### src/rtl/tinyqv_shift_pkg.sv
// tinyqv_shift_pkg: op codes, FSM state type and op validity helper for the
// slice-serial shift/rotate unit.
// Optional feature macro: TINYQV_SHIFT_ROTATE_EN (enables ROL/ROR).
package tinyqv_shift_pkg;

    localparam logic [3:0] OP_SLL = 4'b0001;
    localparam logic [3:0] OP_SRL = 4'b0101;
    localparam logic [3:0] OP_SRA = 4'b1101;
    localparam logic [3:0] OP_ROL = 4'b0011;
    localparam logic [3:0] OP_ROR = 4'b0111;

    typedef enum logic [1:0] {
        ST_IDLE = 2'd0,
        ST_RUN  = 2'd1,
        ST_DONE = 2'd2
    } state_e;

    // True when the op code is implemented in this build; anything else
    // produces an all-zero result.
    function automatic logic op_valid(input logic [3:0] op);
        case (op)
            OP_SLL, OP_SRL, OP_SRA: op_valid = 1'b1;
`ifdef TINYQV_SHIFT_ROTATE_EN
            OP_ROL, OP_ROR:         op_valid = 1'b1;
`endif
            default:                op_valid = 1'b0;
        endcase
    endfunction

endpackage

### src/rtl/tinyqv_shift_slice.sv
// tinyqv_shift_slice: combinational generator for one SLICE-bit piece of a
// shift/rotate result, selected by slice index.
// Optional feature macro: TINYQV_SHIFT_ROTATE_EN (adds the rotate wrap paths).
module tinyqv_shift_slice
    import tinyqv_shift_pkg::*;
#(
    parameter int  XLEN  = 32,
    parameter int  SLICE = 4,
    localparam int BW    = $clog2(XLEN),
    localparam int N     = XLEN / SLICE,
    localparam int IW    = (N > 1) ? $clog2(N) : 1
) (
    input  logic [3:0]       op,
    input  logic [XLEN-1:0]  a,
    input  logic [BW-1:0]    b,
    input  logic [IW-1:0]    idx,
    output logic [SLICE-1:0] slice
);

    // Per result bit: up = i+b (carry means past the MSB), dn = i-b (borrow
    // means below bit 0). Rotates simply drop the carry/borrow, which wraps
    // modulo XLEN because XLEN is a power of two.
    always_comb begin
        logic [BW-1:0] pos;
        logic [BW:0]   up;
        logic [BW:0]   dn;
        slice = '0;
        pos   = '0;
        up    = '0;
        dn    = '0;
        for (int j = 0; j < SLICE; j++) begin
            pos = BW'(int'(idx) * SLICE + j);
            up  = {1'b0, pos} + {1'b0, b};
            dn  = {1'b0, pos} - {1'b0, b};
            if (op_valid(op)) begin
                case (op)
                    OP_SLL:  slice[j] = dn[BW] ? 1'b0 : a[dn[BW-1:0]];
                    OP_SRL:  slice[j] = up[BW] ? 1'b0 : a[up[BW-1:0]];
                    OP_SRA:  slice[j] = up[BW] ? a[XLEN-1] : a[up[BW-1:0]];
`ifdef TINYQV_SHIFT_ROTATE_EN
                    OP_ROL:  slice[j] = a[dn[BW-1:0]];
                    OP_ROR:  slice[j] = a[up[BW-1:0]];
`endif
                    default: slice[j] = 1'b0;
                endcase
            end
        end
    end

endmodule

### src/rtl/tinyqv_shift_unit.sv
// tinyqv_shift_unit: slice-serial shift/rotate execution unit. Produces
// SLICE result bits per cycle over N = XLEN/SLICE RUN cycles, accumulating
// them into a registered result, then pulses done for one cycle.
// Optional feature macro: TINYQV_SHIFT_ROTATE_EN (ROL/ROR support).
//
// Handshake: start is a request accepted on any clock edge where the unit is
// in IDLE or DONE; op/a/b are captured on that edge and may change afterwards.
// start while busy is ignored. done is a one-cycle pulse in the DONE state,
// during which a new start is accepted (back-to-back, no idle gap). result
// holds its value until the next accepted start clears it.
module tinyqv_shift_unit
    import tinyqv_shift_pkg::*;
#(
    parameter int  XLEN  = 32,
    parameter int  SLICE = 4,
    localparam int BW    = $clog2(XLEN),
    localparam int N     = XLEN / SLICE,
    localparam int IW    = (N > 1) ? $clog2(N) : 1
) (
    input  logic             clk,
    input  logic             rstn,
    input  logic             start,
    input  logic [3:0]       op,
    input  logic [XLEN-1:0]  a,
    input  logic [BW-1:0]    b,
    output logic             busy,
    output logic             slice_valid,
    output logic [IW-1:0]    slice_idx,
    output logic [SLICE-1:0] slice_out,
    output logic             done,
    output logic [XLEN-1:0]  result,
    output state_e           state_dbg
);

    state_e           state_q;
    state_e           state_d;
    logic             accept;
    logic             last;
    logic [IW-1:0]    count_q;
    logic [3:0]       op_q;
    logic [XLEN-1:0]  a_q;
    logic [BW-1:0]    b_q;
    logic [XLEN-1:0]  result_q;
    logic [SLICE-1:0] slice_w;

    assign last      = (count_q == IW'(N - 1));
    assign result    = result_q;
    assign state_dbg = state_q;

    tinyqv_shift_slice #(
        .XLEN  (XLEN),
        .SLICE (SLICE)
    ) u_slice (
        .op    (op_q),
        .a     (a_q),
        .b     (b_q),
        .idx   (count_q),
        .slice (slice_w)
    );

    // State register.
    always_ff @(posedge clk or negedge rstn) begin
        if (!rstn) state_q <= ST_IDLE;
        else       state_q <= state_d;
    end

    // Next-state and handshake/slice outputs; slice outputs are forced to zero
    // outside RUN so they read as reset values when idle.
    always_comb begin
        state_d     = state_q;
        accept      = 1'b0;
        busy        = 1'b0;
        done        = 1'b0;
        slice_valid = 1'b0;
        slice_idx   = '0;
        slice_out   = '0;
        case (state_q)
            ST_IDLE: begin
                if (start) begin
                    accept  = 1'b1;
                    state_d = ST_RUN;
                end
            end
            ST_RUN: begin
                busy        = 1'b1;
                slice_valid = 1'b1;
                slice_idx   = count_q;
                slice_out   = slice_w;
                if (last) state_d = ST_DONE;
            end
            ST_DONE: begin
                done = 1'b1;
                if (start) begin
                    accept  = 1'b1;
                    state_d = ST_RUN;
                end else begin
                    state_d = ST_IDLE;
                end
            end
            default: state_d = ST_IDLE;
        endcase
    end

    // Operand latches, slice counter and result accumulation.
    always_ff @(posedge clk or negedge rstn) begin
        if (!rstn) begin
            count_q  <= '0;
            op_q     <= '0;
            a_q      <= '0;
            b_q      <= '0;
            result_q <= '0;
        end else if (accept) begin
            count_q  <= '0;
            op_q     <= op;
            a_q      <= a;
            b_q      <= b;
            result_q <= '0;
        end else if (state_q == ST_RUN) begin
            count_q <= last ? '0 : count_q + 1'b1;
            for (int k = 0; k < N; k++) begin
                if (count_q == IW'(k)) result_q[k*SLICE +: SLICE] <= slice_w;
            end
        end
    end

endmodule

### config.mk
export PLATFORM = sky130hd
export DESIGN_NAME = tinyqv_shift_unit
export DESIGN_NICKNAME = d
export VERILOG_FILES = /design/src/rtl/tinyqv_shift_pkg.sv /design/src/rtl/tinyqv_shift_slice.sv /design/src/rtl/tinyqv_shift_unit.sv
export SDC_FILE = /design/constraint.sdc
export NUM_CORES = 1
export LEC_CHECK = 0
export CORE_MARGIN = 2
export CORE_UTILIZATION = 27
export CTS_BUF_LIST = sky130_fd_sc_hd__clkbuf_4 sky130_fd_sc_hd__clkbuf_8
export DETAILED_ROUTE_END_ITERATION = 12
export DONT_BUFFER_PORTS = 1
export HOLD_SLACK_MARGIN = 0.05
export PLACE_DENSITY = 0.42
export SLEW_MARGIN = 20
export SYNTH_ARGS = -nofsm -noshare
export SYNTH_HDL_FRONTEND = slang
export SYNTH_SLANG_ARGS = --single-unit
### constraint.sdc
create_clock -name clk -period 3 [get_ports clk]
set_input_delay 0.15 -clock clk [delete_from_list [all_inputs] [get_ports clk]]
set_output_delay 0.15 -clock clk [all_outputs]
set_load 0.02 [all_outputs]
Word level (Yosys, flattened, before mapping)
Index checks and enable logic that the tools add are counted.

storage, ports and cells
  flip-flop bits (word level) = 78
  input bits = 44
  word-level logic and storage cells = 129
  output and inout bits = 44

cells by class
  magnitude comparators = 8
  muxes and demuxes = 60
  equality and inequality tests = 14
  reductions and logical operators = 22
  add/sub/neg operators = 12

operators with widths
  operator             number
  $mux 32              2
  $lt 5x6->1 const B   8
  $bmux 1 s5           8
  $mux 4               9
  $mux 1               30
  $add 5x5->6          4
  $sub 5x5->6          4
  $reduce_and 2->1     9
  $reduce_bool 2->1    9
  $eq 3x3->1 const B   4
  $mux 3               4
  $pmux 1 s3           4
  $add 5x2->5 const B  2
  $eq 3x2->1 const B   2
  $pmux 2 s3           1
  $add 5x1->5 const B  1
  $eq 4x1->1 const B   1
  $eq 4x3->1 const B   1
  $eq 4x4->1 const B   1
  $mux 2               2
  $ne 2x2->1 const B   2
  $add 3x1->3 const B  1
  $eq 3x1->1 const B   1
  $logic_not 3->1      1
  other kinds (5)      5

Logic depth before layout (Yosys ltp)
  depth after elaboration = 10
  depth in mapped cells = 13
  depth with buffers taken out = 10

Modules after synthesis
From an unflattened synthesis, not the netlist that was laid out.

unflattened totals
  cells, all modules = 599
  area, all modules = 6,039.5 µm²

by module, submodules not included
  module              times used  area an instance (µm²)  cells an instance
  tinyqv_shift_unit   1           3,165.5                 338
  tinyqv_shift_slice  1           2,874.0                 261

Worst setup path after synthesis
OpenSTA, ideal clock, no wires.

  kind = register -> output
  from = register b_q[1]
  to = output slice_out[1]
  arrival time = 3,308 ps
  stages on the path, launching flop included = 11
  buffers on the path = 2
  slack = -458 ps
  path through = dfrtp_1 clkbuf_1 clkinv_1 fa_1 buf_2 mux2i_1 a2111oi_0 nand4_1 a221oi_2 a211oi_4 a21oi_1

on the way
  longest elaborated chain between the ends = 7

ends and longest elaborated chain
  what                                               line                                                                          RTL
  start, declared                                    tinyqv_shift_unit.sv:42                                                       logic [BW-1:0] b_q;
  start signal, assigned                             tinyqv_shift_unit.sv:110                                                      b_q <= '0;
  start signal, assigned                             tinyqv_shift_unit.sv:116                                                      b_q <= b;
  $add 5x5->6 / $sub 5x5->6 (equally long branches)  tinyqv_shift_slice.sv:33, tinyqv_shift_slice.sv:34
  $bmux 1 s5 (on tied branches)                      tinyqv_shift_slice.sv:38, tinyqv_shift_slice.sv:39, tinyqv_shift_slice.sv:37
  $mux 1 (on tied branches)                          tinyqv_shift_slice.sv:38, tinyqv_shift_slice.sv:39, tinyqv_shift_slice.sv:37
  $mux 1 (on tied branches)                          tinyqv_shift_slice.sv:39, tinyqv_shift_slice.sv:37, tinyqv_shift_slice.sv:38
  $pmux 1 s3 *                                       tinyqv_shift_slice.sv:36                                                      case (op)
  $mux 1 *                                           tinyqv_shift_slice.sv:35                                                      if (op_valid(op)) begin
  $mux 4 *                                           tinyqv_shift_unit.sv:77                                                       case (state_q)
  end, declared                                      tinyqv_shift_unit.sv:29                                                       output logic [SLICE-1:0] slice_out,

Every way passes the cells marked *; elsewhere a longest branch is shown, timed or not. The select of a mux whose other input is x is not followed.

Worst setup path in the final report
  from = register b_q[1]
  to = output slice_out[2]

Same word-level chain as after synthesis.

==> flow_summary.yaml <==
status:
  status: "complete, but fails checks"
  violations: "setup timing"
synth:
  synthDistinctLibCells: 64
  synth_nets: 678
  synth_xor_area_frac: 0.0198
  async_flop_share: 1.00
  avgSynthCellArea_um2: 10.0
  yosys.area_share.simple: 0.154
  syn_inst: 610
  synth_edf_count: 0
  yosys_most_used_dff: "dfrtp_1"
  muxShareOfSynthArea: 0.246
  synth_compound_area_frac: 0.152
  synth_fa_ha_area_frac: 0.0551
  ys_seq_area_frac: 0.319
  syn_area_um2: 6130
  synth_top_family_by_area: "multiplexers"
  ys_seq_elements: 78
  yosysWarnings: 0
placement:
  place_ws_ns: -0.132
  place.gp.congestion: 0.877
  place_hpwl_mm: 15.5
  port_buffers: 0
global_routing:
  antenna_found_initial: 0
  grt_pass1_vias: 5410
  grt_overflow: 0
  grt_first_pass_wirelength_mm: 32.7
  track_usage: 0.179
  grt_max_degree: 79
drt:
  drt_iter0_markers: 483
  postRouteAntennaNets: 0
  drt_first_pass_iters: 5
  wl_per_cell_um: 21.2
  num_vias: 5439
  drc: 0
  wirelength_mm: 21.4
  via_per_inst: 5.39
clock_tree:
  insertion_delay_ns: 0.39
  cts_buffer_depth: 2
  root_buffer: "clkbuf_8"
  cts_tree: "built"
  cts_buffers: 9
  clk_transition_reported_paths_ns: 0.10
  cts_sinks: 78
  cts_max_level: 3
sta:
  max_slew_margin: 0.591
  fmax_ghz: 0.299
  timing.final.ws_setup_ns: -0.345
  setup_viol: 4
  clock_skew_ns: 0.0140
  tightest_slew_ns: 0.613
  period_needed_ns: 3.35
  final_hold_viol_count: 0
  post-route-period-util: 1.12
  rsz0062_at_grt: "true"
  finalMaxSlewViolations: 0
finish:
  syn_to_final_growth_pct: 32.0
  final_util: 0.360
  final_layout_size_suffix_gt1_frac: 0.302
  diodes: 0
  nets: 787
die:
  coreArea_um2: 22400
  row_count: 55
  dieWidth_um: 155
  start_util: 0.273
  dieArea_um2: 23900
  ios: 88
  die_h_um: 155
critical_path:
  cp_max_fo: 6
  crit_arrival_ns: 3.20
  worstPathRequired_ns: 2.85
  critPathCaptureType: "output pin"
  worstSetupPathType: "reg -> out"
  start_kind: "register"
run:
  drv_cap: 0
min_path:
  hp-class: "in -> reg"
[cell usage in the layout (no fill, tap or decap), drive strengths merged, types with 3 or more instances in the layout]
master and count:
nand3 14, nor2 11, nand4 4, a31oi 31
o21bai 4, clkbuf 10, o21a 3, fa 5
a21oi 20, clkinv 3, o211ai 4, xnor2 8
nor3 7, nor2b 12, nand3b 3, dlygate4sd3 42
o21ai 46, ha 19, dfrtp 78, xor2 5
nand2 125, buf 99, a221oi 3, or2 3
inv 20, mux2i 40, and2 6, mux4 49
a2111oi 3, and3 8, nand2b 4
[state kept, by name (all words and copies together), names as in the netlist]
register / cells
a_q: 32
b_q: 5
result: 32
op_q: 4
state_dbg: 2
count_q: 3
[worst max-delay path, cell delays in order, from the launching register on]
cell	delay, ns
dfrtp_2	0.47
fa_1	0.57
buf_6	0.16
mux4_2	0.35
mux4_2	0.50
or3b_4	0.41
nand3_4	0.11
a21oi_2	0.06
buf_4	0.16
[metrics by stage]
step	cell area [µm²]	TNS, ns	cells	hold WS [ns]
final	8080	-0.898	1009	0.141
after global routing	8080	-1.26	1009	0.159
after CTS	7850	-1.20	996	0.128
after detailed placement	6860	-0.242	918	-0.138
after global placement	6860	-0.197	918	-0.138
after floorplan	6170	0	610	-0.146
[cell usage after synthesis (all sizes together), types with 3 or more instances]
cell type  instances  share of area
and2               6         0.0061
dfrtp             78           0.32
or2                3         0.0031
nand2            125          0.077
o211ai             4         0.0049
nand3b             3         0.0037
buf               18          0.026
nor3               7         0.0057
nand3             14          0.013
o21ai             46          0.038
a21oi             20          0.016
inv               16         0.0098
o21bai             4         0.0049
nand4              4         0.0041
nor2              11         0.0067
o21a               3         0.0037
mux2i             40          0.065
a31oi             31          0.032
a221oi             3         0.0063
and3               8         0.0082
fa                 5          0.016
xnor2              8          0.013
clkinv             3         0.0018
a2111oi            3         0.0074
ha                19          0.039
nor2b             12          0.012
clkbuf            27          0.017
xor2               5         0.0071
mux4              49           0.18
nand2b             4         0.0041
[layer usage]
| layer | GRT usage | vias to the layer above | part of all wire |
|---|---|---|---|
| met5 | 0 | - | 0 |
| met4 | 0.0653 | 0 | 0.028 |
| met3 | 0.0300 | 35 | 0.050 |
| met2 | 0.295 | 203 | 0.49 |
| met1 | 0.237 | 2741 | 0.43 |
| li1 | - | 2460 | - |
[layout make-up]
class	instances	area [µm²]
inverters	19	78.8
clock inverters	7	105
flip-flops and latches	78	1960
multi-input cells	468	4030
well taps	285	357
clock buffers	9	124
fillers	2271	14400
repair buffers	143	1430
[path summary, 6_finish.rpt]
check / from / endpoint / slack [ns] / depth (start not counted)
max: b_q[1]$_DFFE_PN0P_ / slice_out[2] / -0.35 / 8
min: start / a_q[21]$_DFFE_PN0P_ / 0.14 / 3
max reg2reg: b_q[1]$_DFFE_PN0P_ / result[23]$_DFFE_PN0P_ / 0.02 / 13
min reg2reg: op_q[1]$_DFFE_PN0P_ / op_q[1]$_DFFE_PN0P_ / 0.49 / 2
max in group asynchronous: rstn / op_q[2]$_DFFE_PN0P_ / 2.34 / 2
min in group asynchronous: rstn / b_q[0]$_DFFE_PN0P_ / 0.31 / 2
[timing repair]
action	4_1_cts	5_1_grt
gates resized for setup	31	22
pin swaps	12	12
endpoints found under the setup margin	17	19
buffers inserted	17	13
hold endpoints to repair	119	0
hold buffers	43	0
gates cloned	2	1
[cell families after synthesis]
group | count (synthesis)
AOI/OAI and AO/OA | 137
xor gates and xnor gates | 13
adders and majority gates | 24
buffers and inverters | 64
DFF | 78
muxes | 89
and+or+nand+nor | 205
Power is not shown: default switching activity piles up to over one toggle a cycle in this logic, so the estimate is an artifact.
